==> src/rtl/ctrl_decode_stage_if.sv <==
// Handshake and control-bundle bus for ctrl_decode_stage.
// master = upstream/fetch + downstream ready driver, slave = decode stage.
interface ctrl_decode_stage_if #(
  parameter int unsigned XLEN      = 32,
  parameter int unsigned ALUCTRL_W = 5
);
  logic                 in_valid;
  logic                 in_ready;
  logic [31:0]          in_instr;
  logic [XLEN-1:0]      in_pc;

  logic                 out_valid;
  logic                 out_ready;
  logic                 out_reg_write;
  logic                 out_alu_src1;
  logic                 out_alu_src2;
  logic [1:0]           out_mem_write;
  logic [2:0]           out_mem_read;
  logic [1:0]           out_result_src;
  logic [2:0]           out_br_type;
  logic [ALUCTRL_W-1:0] out_alu_control;
  logic [4:0]           out_rd;
  logic [4:0]           out_rs1;
  logic [4:0]           out_rs2;
  logic [XLEN-1:0]      out_pc;
  logic                 out_illegal;

  modport master (
    output in_valid, in_instr, in_pc, out_ready,
    input  in_ready, out_valid, out_reg_write, out_alu_src1, out_alu_src2,
           out_mem_write, out_mem_read, out_result_src, out_br_type,
           out_alu_control, out_rd, out_rs1, out_rs2, out_pc, out_illegal
  );

  modport slave (
    input  in_valid, in_instr, in_pc, out_ready,
    output in_ready, out_valid, out_reg_write, out_alu_src1, out_alu_src2,
           out_mem_write, out_mem_read, out_result_src, out_br_type,
           out_alu_control, out_rd, out_rs1, out_rs2, out_pc, out_illegal
  );
endinterface

==> src/rtl/ctrl_decode_stage.sv <==
// Registered RV32I decode stage with a 2-entry skid buffer (main + skid).
// Define RV32M_EN to decode the M-extension (funct7=0000001) to ALU codes 11-18.
module ctrl_decode_stage #(
  parameter int unsigned XLEN      = 32,
  parameter int unsigned ALUCTRL_W = 5
) (
  input  logic               clk,
  input  logic               rst_n,
  input  logic               flush,
  ctrl_decode_stage_if.slave bus
);

  typedef struct packed {
    logic                 reg_write;
    logic                 alu_src1;
    logic                 alu_src2;
    logic [1:0]           mem_write;
    logic [2:0]           mem_read;
    logic [1:0]           result_src;
    logic [2:0]           br_type;
    logic [ALUCTRL_W-1:0] alu_control;
    logic [4:0]           rd;
    logic [4:0]           rs1;
    logic [4:0]           rs2;
    logic [XLEN-1:0]      pc;
    logic                 illegal;
  } bundle_t;

  typedef enum logic [1:0] {S_EMPTY, S_MAIN, S_FULL} state_t;

  localparam logic [6:0] OPC_OP     = 7'b0110011;
  localparam logic [6:0] OPC_OPIMM  = 7'b0010011;
  localparam logic [6:0] OPC_AUIPC  = 7'b0010111;
  localparam logic [6:0] OPC_LUI    = 7'b0110111;
  localparam logic [6:0] OPC_JAL    = 7'b1101111;
  localparam logic [6:0] OPC_JALR   = 7'b1100111;
  localparam logic [6:0] OPC_BRANCH = 7'b1100011;
  localparam logic [6:0] OPC_STORE  = 7'b0100011;
  localparam logic [6:0] OPC_LOAD   = 7'b0000011;

  localparam logic [ALUCTRL_W-1:0] ALU_ADD  = ALUCTRL_W'(0);
  localparam logic [ALUCTRL_W-1:0] ALU_SUB  = ALUCTRL_W'(1);
  localparam logic [ALUCTRL_W-1:0] ALU_AND  = ALUCTRL_W'(2);
  localparam logic [ALUCTRL_W-1:0] ALU_OR   = ALUCTRL_W'(3);
  localparam logic [ALUCTRL_W-1:0] ALU_LUI  = ALUCTRL_W'(4);
  localparam logic [ALUCTRL_W-1:0] ALU_SLT  = ALUCTRL_W'(5);
  localparam logic [ALUCTRL_W-1:0] ALU_XOR  = ALUCTRL_W'(6);
  localparam logic [ALUCTRL_W-1:0] ALU_SRL  = ALUCTRL_W'(7);
  localparam logic [ALUCTRL_W-1:0] ALU_SLL  = ALUCTRL_W'(8);
  localparam logic [ALUCTRL_W-1:0] ALU_SRA  = ALUCTRL_W'(9);
  localparam logic [ALUCTRL_W-1:0] ALU_SLTU = ALUCTRL_W'(10);
`ifdef RV32M_EN
  localparam logic [ALUCTRL_W-1:0] ALU_MUL  = ALUCTRL_W'(11);
`endif

  logic [6:0]           w_op;
  logic [2:0]           w_f3;
  logic [6:0]           w_f7;
  logic [ALUCTRL_W-1:0] w_alu_f3;
  logic                 w_bad;
  bundle_t              w_dec;

  state_t  r_state;
  state_t  w_state_nxt;
  bundle_t r_main;
  bundle_t r_skid;
  logic    w_accept;
  logic    w_pop;
  logic    w_load_main_in;
  logic    w_load_main_skid;
  logic    w_load_skid;

  assign w_op = bus.in_instr[6:0];
  assign w_f3 = bus.in_instr[14:12];
  assign w_f7 = bus.in_instr[31:25];

  always_comb begin
    w_dec    = '0;
    w_bad    = 1'b0;
    w_alu_f3 = ALU_ADD;
    case (w_f3)
      3'b000:  w_alu_f3 = ALU_ADD;
      3'b001:  w_alu_f3 = ALU_SLL;
      3'b010:  w_alu_f3 = ALU_SLT;
      3'b011:  w_alu_f3 = ALU_SLTU;
      3'b100:  w_alu_f3 = ALU_XOR;
      3'b101:  w_alu_f3 = ALU_SRL;
      3'b110:  w_alu_f3 = ALU_OR;
      default: w_alu_f3 = ALU_AND;
    endcase

    case (w_op)
      OPC_OP: begin
        w_dec.reg_write = 1'b1;
        if (w_f7 == 7'h00)                          w_dec.alu_control = w_alu_f3;
        else if (w_f7 == 7'h20 && w_f3 == 3'b000)   w_dec.alu_control = ALU_SUB;
        else if (w_f7 == 7'h20 && w_f3 == 3'b101)   w_dec.alu_control = ALU_SRA;
`ifdef RV32M_EN
        else if (w_f7 == 7'h01)                     w_dec.alu_control = ALU_MUL + ALUCTRL_W'(w_f3);
`endif
        else                                        w_bad = 1'b1;
      end
      OPC_OPIMM: begin
        // funct7 is only meaningful for the shift-immediates; addi never subtracts
        w_dec.reg_write = 1'b1;
        w_dec.alu_src2  = 1'b1;
        if (w_f3 == 3'b001) begin
          if (w_f7 == 7'h00) w_dec.alu_control = ALU_SLL;
          else               w_bad = 1'b1;
        end else if (w_f3 == 3'b101) begin
          if (w_f7 == 7'h00)      w_dec.alu_control = ALU_SRL;
          else if (w_f7 == 7'h20) w_dec.alu_control = ALU_SRA;
          else                    w_bad = 1'b1;
        end else begin
          w_dec.alu_control = w_alu_f3;
        end
      end
      OPC_AUIPC: begin
        w_dec.reg_write = 1'b1;
        w_dec.alu_src1  = 1'b1;
        w_dec.alu_src2  = 1'b1;
      end
      OPC_LUI: begin
        w_dec.reg_write   = 1'b1;
        w_dec.alu_src2    = 1'b1;
        w_dec.alu_control = ALU_LUI;
      end
      OPC_JAL: begin
        w_dec.reg_write  = 1'b1;
        w_dec.alu_src1   = 1'b1;
        w_dec.alu_src2   = 1'b1;
        w_dec.result_src = 2'b10;
        w_dec.br_type    = 3'b111;
      end
      OPC_JALR: begin
        w_bad            = (w_f3 != 3'b000);
        w_dec.reg_write  = 1'b1;
        w_dec.alu_src2   = 1'b1;
        w_dec.result_src = 2'b10;
        w_dec.br_type    = 3'b111;
      end
      OPC_BRANCH: begin
        w_dec.alu_src1 = 1'b1;
        w_dec.alu_src2 = 1'b1;
        case (w_f3)
          3'b000:  w_dec.br_type = 3'b001;
          3'b001:  w_dec.br_type = 3'b010;
          3'b100:  w_dec.br_type = 3'b101;
          3'b101:  w_dec.br_type = 3'b110;
          3'b110:  w_dec.br_type = 3'b011;
          3'b111:  w_dec.br_type = 3'b100;
          default: w_bad = 1'b1;
        endcase
      end
      OPC_STORE: begin
        w_dec.alu_src2 = 1'b1;
        case (w_f3)
          3'b000:  w_dec.mem_write = 2'b01;
          3'b001:  w_dec.mem_write = 2'b10;
          3'b010:  w_dec.mem_write = 2'b11;
          default: w_bad = 1'b1;
        endcase
      end
      OPC_LOAD: begin
        w_dec.reg_write  = 1'b1;
        w_dec.alu_src2   = 1'b1;
        w_dec.result_src = 2'b01;
        case (w_f3)
          3'b000:  w_dec.mem_read = 3'b001;
          3'b001:  w_dec.mem_read = 3'b010;
          3'b010:  w_dec.mem_read = 3'b000;
          3'b100:  w_dec.mem_read = 3'b011;
          3'b101:  w_dec.mem_read = 3'b100;
          default: w_bad = 1'b1;
        endcase
      end
      default: w_bad = 1'b1;
    endcase

    if (w_bad || bus.in_instr[1:0] != 2'b11) begin
      w_dec         = '0;
      w_dec.illegal = 1'b1;
    end
    w_dec.rd  = bus.in_instr[11:7];
    w_dec.rs1 = bus.in_instr[19:15];
    w_dec.rs2 = bus.in_instr[24:20];
    w_dec.pc  = bus.in_pc;
  end

  // Ready/valid are decoded purely from the registered occupancy state
  assign bus.in_ready  = (r_state != S_FULL);
  assign bus.out_valid = (r_state != S_EMPTY);
  assign w_accept      = bus.in_valid && (r_state != S_FULL);
  assign w_pop         = (r_state != S_EMPTY) && bus.out_ready;

  always_ff @(posedge clk or negedge rst_n) begin
    if (!rst_n) r_state <= S_EMPTY;
    else        r_state <= w_state_nxt;
  end

  always_comb begin
    w_state_nxt      = r_state;
    w_load_main_in   = 1'b0;
    w_load_main_skid = 1'b0;
    w_load_skid      = 1'b0;
    case (r_state)
      S_EMPTY: begin
        if (w_accept) begin
          w_state_nxt    = S_MAIN;
          w_load_main_in = 1'b1;
        end
      end
      S_MAIN: begin
        if (w_pop && w_accept) begin
          w_load_main_in = 1'b1;
        end else if (w_pop) begin
          w_state_nxt = S_EMPTY;
        end else if (w_accept) begin
          w_state_nxt = S_FULL;
          w_load_skid = 1'b1;
        end
      end
      S_FULL: begin
        if (w_pop) begin
          w_state_nxt      = S_MAIN;
          w_load_main_skid = 1'b1;
        end
      end
      default: w_state_nxt = S_EMPTY;
    endcase
    if (flush) begin
      w_state_nxt      = S_EMPTY;
      w_load_main_in   = 1'b0;
      w_load_main_skid = 1'b0;
      w_load_skid      = 1'b0;
    end
  end

  always_ff @(posedge clk or negedge rst_n) begin
    if (!rst_n) begin
      r_main <= '0;
      r_skid <= '0;
    end else begin
      if (w_load_main_in)        r_main <= w_dec;
      else if (w_load_main_skid) r_main <= r_skid;
      if (w_load_skid)           r_skid <= w_dec;
    end
  end

  assign bus.out_reg_write   = r_main.reg_write;
  assign bus.out_alu_src1    = r_main.alu_src1;
  assign bus.out_alu_src2    = r_main.alu_src2;
  assign bus.out_mem_write   = r_main.mem_write;
  assign bus.out_mem_read    = r_main.mem_read;
  assign bus.out_result_src  = r_main.result_src;
  assign bus.out_br_type     = r_main.br_type;
  assign bus.out_alu_control = r_main.alu_control;
  assign bus.out_rd          = r_main.rd;
  assign bus.out_rs1         = r_main.rs1;
  assign bus.out_rs2         = r_main.rs2;
  assign bus.out_pc          = r_main.pc;
  assign bus.out_illegal     = r_main.illegal;

endmodule

==> src/flat_wrapper.sv <==
// flat-port wrapper written by rule: the top's interface ports become plain ports
module ctrl_decode_stage_flat 
#(
  parameter int unsigned XLEN      = 32,
  parameter int unsigned ALUCTRL_W = 5
)
  (clk, rst_n, flush, bus_in_valid, bus_in_instr, bus_in_pc, bus_out_ready, bus_in_ready, bus_out_valid, bus_out_reg_write, bus_out_alu_src1, bus_out_alu_src2, bus_out_mem_write, bus_out_mem_read, bus_out_result_src, bus_out_br_type, bus_out_alu_control, bus_out_rd, bus_out_rs1, bus_out_rs2, bus_out_pc, bus_out_illegal);
  ctrl_decode_stage_if #(.XLEN(XLEN), .ALUCTRL_W(ALUCTRL_W)) bus_i ();
  input  logic clk;
  input  logic rst_n;
  input  logic flush;
  input wire logic [$bits(bus_i.in_valid)-1:0] bus_in_valid;
  input wire logic [$bits(bus_i.in_instr)-1:0] bus_in_instr;
  input wire logic [$bits(bus_i.in_pc)-1:0] bus_in_pc;
  input wire logic [$bits(bus_i.out_ready)-1:0] bus_out_ready;
  output wire logic [$bits(bus_i.in_ready)-1:0] bus_in_ready;
  output wire logic [$bits(bus_i.out_valid)-1:0] bus_out_valid;
  output wire logic [$bits(bus_i.out_reg_write)-1:0] bus_out_reg_write;
  output wire logic [$bits(bus_i.out_alu_src1)-1:0] bus_out_alu_src1;
  output wire logic [$bits(bus_i.out_alu_src2)-1:0] bus_out_alu_src2;
  output wire logic [$bits(bus_i.out_mem_write)-1:0] bus_out_mem_write;
  output wire logic [$bits(bus_i.out_mem_read)-1:0] bus_out_mem_read;
  output wire logic [$bits(bus_i.out_result_src)-1:0] bus_out_result_src;
  output wire logic [$bits(bus_i.out_br_type)-1:0] bus_out_br_type;
  output wire logic [$bits(bus_i.out_alu_control)-1:0] bus_out_alu_control;
  output wire logic [$bits(bus_i.out_rd)-1:0] bus_out_rd;
  output wire logic [$bits(bus_i.out_rs1)-1:0] bus_out_rs1;
  output wire logic [$bits(bus_i.out_rs2)-1:0] bus_out_rs2;
  output wire logic [$bits(bus_i.out_pc)-1:0] bus_out_pc;
  output wire logic [$bits(bus_i.out_illegal)-1:0] bus_out_illegal;
  assign bus_i.in_valid = bus_in_valid;
  assign bus_i.in_instr = bus_in_instr;
  assign bus_i.in_pc = bus_in_pc;
  assign bus_i.out_ready = bus_out_ready;
  assign bus_in_ready = bus_i.in_ready;
  assign bus_out_valid = bus_i.out_valid;
  assign bus_out_reg_write = bus_i.out_reg_write;
  assign bus_out_alu_src1 = bus_i.out_alu_src1;
  assign bus_out_alu_src2 = bus_i.out_alu_src2;
  assign bus_out_mem_write = bus_i.out_mem_write;
  assign bus_out_mem_read = bus_i.out_mem_read;
  assign bus_out_result_src = bus_i.out_result_src;
  assign bus_out_br_type = bus_i.out_br_type;
  assign bus_out_alu_control = bus_i.out_alu_control;
  assign bus_out_rd = bus_i.out_rd;
  assign bus_out_rs1 = bus_i.out_rs1;
  assign bus_out_rs2 = bus_i.out_rs2;
  assign bus_out_pc = bus_i.out_pc;
  assign bus_out_illegal = bus_i.out_illegal;
  ctrl_decode_stage #(.XLEN(XLEN), .ALUCTRL_W(ALUCTRL_W)) u_core (.clk(clk), .rst_n(rst_n), .flush(flush), .bus(bus_i));
endmodule
==> config.mk <==
export PLATFORM = sky130hd
export DESIGN_NAME = ctrl_decode_stage_flat
export DESIGN_NICKNAME = d
export VERILOG_FILES = /design/src/rtl/ctrl_decode_stage_if.sv /design/src/rtl/ctrl_decode_stage.sv /design/src/flat_wrapper.sv
export SDC_FILE = /design/constraint.sdc
export NUM_CORES = 1
export LEC_CHECK = 0
export CAP_MARGIN = 25
export CORE_MARGIN = 2
export CORE_UTILIZATION = 50
export CTS_BUF_LIST = sky130_fd_sc_hd__clkbuf_16
export CTS_CLUSTER_SIZE = 25
export DETAILED_ROUTE_END_ITERATION = 7
export PLACE_DENSITY_LB_ADDON = 0.08
export REMOVE_ABC_BUFFERS = 1
export SLEW_MARGIN = 10
export SYNTH_ARGS = -nofsm -noshare
export SYNTH_HDL_FRONTEND = slang
export SYNTH_SLANG_ARGS = --single-unit
export TNS_END_PERCENT = 5
==> constraint.sdc <==
create_clock -name clk -period 2.4 [get_ports clk]
set_input_delay 0.48 -clock clk [delete_from_list [all_inputs] [get_ports clk]]
set_output_delay 0.48 -clock clk [all_outputs]
set_load 0.05 [all_outputs]
Word-level counts from Yosys, hierarchy flattened --
Cells that the tools add are included.
Operators by class: equality and inequality tests 25, mux-type cells 53, reductions and logical operators 21
Operator list (number):
- 66-bit two-way mux | 3
- 7-bit by 6-bit == test with 1-bit output (second input constant) | 4
- 4-bit one-hot mux with 7 select lines | 1
- 1-bit two-way mux | 24
- 7-bit == test (second input constant) | 3
- 5-bit two-way mux | 4
- 3-bit one-hot mux with 6 select lines | 1
- 4-bit two-way mux | 4
- 5-bit one-hot mux with 3 select lines | 1
- 7-bit by 5-bit == test with 1-bit output (second input constant) | 2
- 2-bit two-way mux | 7
- 3-bit == test (second input constant) | 4
- 2-bit one-hot mux with 3 select lines | 2
- 3-bit one-hot mux with 4 select lines | 1
- 3-bit OR reduction | 3
- 8-bit OR reduction | 1
- 7-bit by 2-bit == test with 1-bit output (second input constant) | 1
- 7-bit logical NOT | 1
- 1-bit one-hot mux with 7 select lines | 1
- 7-bit OR reduction | 1
- 3-bit by 2-bit == test with 1-bit output (second input constant) | 2
- 3-bit by 2-bit != test with 1-bit output (second input constant) | 2
- 3-bit one-hot mux with 2 select lines | 1
- 6-bit OR reduction | 1
- other kinds (18) | 24
Word-level totals: register bits 134, input bits 69, output and inout port bits 68, logic and storage cells 126

Logic depth before layout (Yosys ltp) --
depth after elaboration 9, depth in mapped cells 8, mapped depth without buffers 6

Worst setup path before layout --
Ideal clock, no wire load.
path kind input-to-reg, start input bus_in_instr[26], end register u_core.r_skid[0] (netlist bit), library setup time 0.121 ns, data arrival time 1.920 ns, data required time 2.279 ns, path slack 0.359 ns, stages 5, buffers on the path 0, path through or4_4 -> a211o_1 -> a32oi_4 -> nand3_2 -> o22a_1
On the way: cells in the longest elaborated chain, start to end 8, elaborated cells between the ends (all ways) 15, those cells by class eq/ne: 1; mux: 10; reduce/logical: 4
RTL lines:
- from (decl) | line flat_wrapper.sv:13 | input wire logic [$bits(bus_i.in_instr)-1:0] bus_in_instr;
- 7-bit by 6-bit == test with 1-bit output | line ctrl_decode_stage.sv:96, ctrl_decode_stage.sv:97, ctrl_decode_stage.sv:112
- 1-bit two-way mux or 1-bit logical AND (tied branches) | line ctrl_decode_stage.sv:112, ctrl_decode_stage.sv:97
- 1-bit two-way mux, on equally long branches | line ctrl_decode_stage.sv:111, ctrl_decode_stage.sv:97
- 1-bit two-way mux, on equally long branches | line ctrl_decode_stage.sv:110, ctrl_decode_stage.sv:96
- 1-bit two-way mux, on equally long branches | line ctrl_decode_stage.sv:107, ctrl_decode_stage.sv:95
- 1-bit one-hot mux with 7 select lines * | line ctrl_decode_stage.sv:92 | case (w_op)
- 1-bit logical OR * | line ctrl_decode_stage.sv:180 | if (w_bad || bus.in_instr[1:0] != 2'b11) begin
- 66-bit two-way mux * | line ctrl_decode_stage.sv:180
- to (signal assigned) | line ctrl_decode_stage.sv:246 | if (w_load_skid) r_skid <= w_dec;
- to (decl) | line ctrl_decode_stage.sv:66 | bundle_t r_skid;
Every way passes the cells marked *; elsewhere a longest branch is shown, timed or not. A chain may end at the register's enable or synchronous reset.

Final worst setup path --
start register u_core.r_state[1], end output bus_out_valid
On the way: cells in the longest elaborated chain, start to end 1
RTL lines:
- from (decl) | line ctrl_decode_stage.sv:63 | state_t r_state;
- from (signal assigned) | line ctrl_decode_stage.sv:198 | else r_state <= w_state_nxt;
- 2-bit nonzero test | line ctrl_decode_stage.sv:192 | assign bus.out_valid = (r_state != S_EMPTY);
- to (decl) | line flat_wrapper.sv:17 | output wire logic [$bits(bus_i.out_valid)-1:0] bus_out_valid;
No other way between the ends.

==> results.ini <==
[synthesis]
synth-xor-area-share_pct = 0.300
ys_ff_latch = 132
synth_top_area_share_pct = 56.6
synth.area.mux_share_pct = 0.536
yosysTopAreaCell = dfrtp_1
ys.flop_type = dfrtp_1
avgSynthCellArea_um2 = 9.14
synthTopCellsByCount = nand2_1 (255), dfrtp_1 (132), a22oi_1 (54), clkbuf_1 (32), nor2_1 (21)
synth_area_um2 = 5830
yosys_warnings = 0
synth_area_leaders = dfrtp_1 (57%), nand2_1 (16%), a22oi_1 (6.9%)
syn_inst = 638
synthSimpleGateAreaFrac_pct = 23.7
synth-adder-area-share_pct = 0
synth_edf_count = 0
synth_top_family_by_area = simple AND/OR/NAND/NOR gates
ys_types = 57
synth-compound-area-share_pct = 15.7
yosysMostFrequentCell = nand2_1
ys_async_sr_fraction_pct = 100
ys_seq_area_share_pct = 56.6

[pwr]
leakagePower_nw = 3.79
peakVddDrop_mv = 0.592
power_w = 0.00660
p_per_area_nw_per_um2 = 819

[setup_path]
critPathTopFamily = buffers and inverters
worstSetupPathType = reg -> out
worstPathCellList = or2_2 > clkdlybuf4s50_1
worst_setup_path_end_kind = primary output
arrival_ns = 1.84
cp_slowest_cell = clkdlybuf4s50_1
critPathMaxFanout = 6
required_ns = 1.92
critical_path_buf_inv_count = 1
start_kind = register
cp_slowest_stage_delay_ns = 0.70

[job]
drv_cap = 0

[detailed_routing]
wl_per_cell_um = 16.3
dr.pass1.iters = 5
drc = 0
vias = 5289
drtIter0Drc = 432
detail_route.vias_per_cell = 5.60
drt_wl_total_mm = 15.4
detail-route-antenna-nets = 0

[timing]
slew_viol_final = 0
relSlewSlack_pct = 62.5
setup_violations = 0
rsz0062_at_grt = no
worst_slew_pin_slew_ns = 0.563
period_minus_slack_ns = 2.32
hold_violations = 0
max_freq_ghz = 0.431
min_period_over_period_pct = 96.7
finalClockSkew_ns = 0.00407

[die]
fp.dieW_um = 112
start_util_pct = 51.1
boundaryPins = 137
die-area_um2 = 12500
die_h_um = 112
rows = 39
coreArea_um2 = 11400

[layout]
area_growth_syn_to_layout_pct = 38.3
final_cell_area_um2 = 8070
post-route-util_pct = 70.6
nets = 857
drive_above_1_share_pct = 10.4
antenna_cells = 0

[clock_network]
cts_inserted_buffers = 17
cts_hold_buf = 0
cts.sinks = 132
htreeDepth = 4
cts_resized = 0
cts_tree = yes
clockRootBuffer = clkbuf_16
insertion_delay_ns = 0.42
clk_pin_slew_ns = 0.05
cts_max_path_buffers = 2
postCtsSetupBuffers = 0

[grt]
grt_remaining_overflow = 0
antenna_found_initial = 0
grt_pass1_wl_mm = 25.6
grt_pass1_vias = 5238
grt_start_max_net_pins = 53
track_usage_pct = 25.5

[run_status]
status = completed

[placed_design]
dp_hpwl_mm = 10.3
gp_congestion = 0.952
dpl-instance-area_um2 = 7540
portBuffers = 135

[worst_hold_path]
hold_class = in -> async

## registers in the layout, summed over array words and instances, names as in the netlist
register and count:
u_core.bus.out_pc 32, u_core.bus.out_rs2 5, u_core.bus.out_alu_src2 1, u_core.bus.out_mem_read 3, u_core.bus.out_result_src 2, u_core.bus.out_rd 5, u_core.r_skid 65, u_core.bus.out_alu_src1 1
u_core.r_state 2, u_core.bus.out_illegal 1, u_core.bus.out_alu_control 4, u_core.bus.out_br_type 3, u_core.bus.out_reg_write 1, u_core.bus.out_mem_write 2, u_core.bus.out_rs1 5
## area by class of cell
| type | count | area [um^2] |
|---|---|---|
| inverter | 3 | 11.3 |
| timing repair buffer | 174 | 1680 |
| clock buffer | 17 | 425 |
| fill | 898 | 3350 |
| tap | 143 | 179 |
| sequential | 132 | 3300 |
| multi-input combinational | 460 | 2370 |
| clock inverter | 15 | 98.8 |
## layout by cell type, fill, tap and decap left out, drive strengths merged, types with 12 or more instances in the layout
master	count
nand2	255
clkdlybuf4s50	133
dfrtp	132
a22oi	54
buf	40
o21ai	22
nor2	21
a21oi	18
clkbuf	17
clkinv	12
## path summary, 6_finish.rpt
| kind | startpoint | to | slack (ns) | cells after the start |
|---|---|---|---|---|
| worst min-delay path | rst_n | u_core.bus.out_pc[28]$_DFFE_PN0P_ | 0.06 | 1 |
| max in group asynchronous | rst_n | u_core.bus.out_pc[23]$_DFFE_PN0P_ | 1.61 | 2 |
| min in group clk | u_core.bus.out_pc[8]$_DFFE_PN0P_ | u_core.bus.out_pc[8]$_DFFE_PN0P_ | 0.47 | 2 |
| worst max-delay path | u_core.r_state[1]$_DFFE_PN0P_ | bus_out_valid | 0.08 | 2 |
| worst max register to register | u_core.r_state[1]$_DFFE_PN0P_ | u_core.bus.out_rd[4]$_DFFE_PN0P_ | 0.53 | 7 |
| worst min register to register | u_core.bus.out_pc[8]$_DFFE_PN0P_ | u_core.bus.out_pc[8]$_DFFE_PN0P_ | 0.47 | 2 |
## layer usage
layer	track usage [%]	part of all wire (%)	wire length [um]
met1	33.7	43	6600
met2	42.2	49	7540
met3	6.59	6.5	997
met4	7.32	1.5	235
met5	0	0	0
## kinds of logic after synthesis
group	Yosys count
xor+xnor	2
flops	132
simple gates	324
buf+inv	46
compound gates	130
other cells	1
mux	3
## power by group
group | switching [W] | internal [W]
sequential | 0.000197 | 0.00258
clock | 0.000909 | 0.00138
combinational | 0.000976 | 0.000558
## metrics by stage
stage | instances | TNS [ns] | worst slack (ns) | hold slack (ns)
after global placement | 912 | -0.950 | -0.138 | 0.456
after floorplan | 595 | -364.49 | -5.28 | 0.184
final | 944 | 0 | 0.0780 | 0.0584
after global routing | 944 | 0 | 0.0253 | 0.0908
after detailed placement | 912 | -1.53 | -0.174 | 0.462
after CTS | 944 | 0 | 0.0151 | 0.0703
Note: power is estimated with default switching activity, not from simulation.
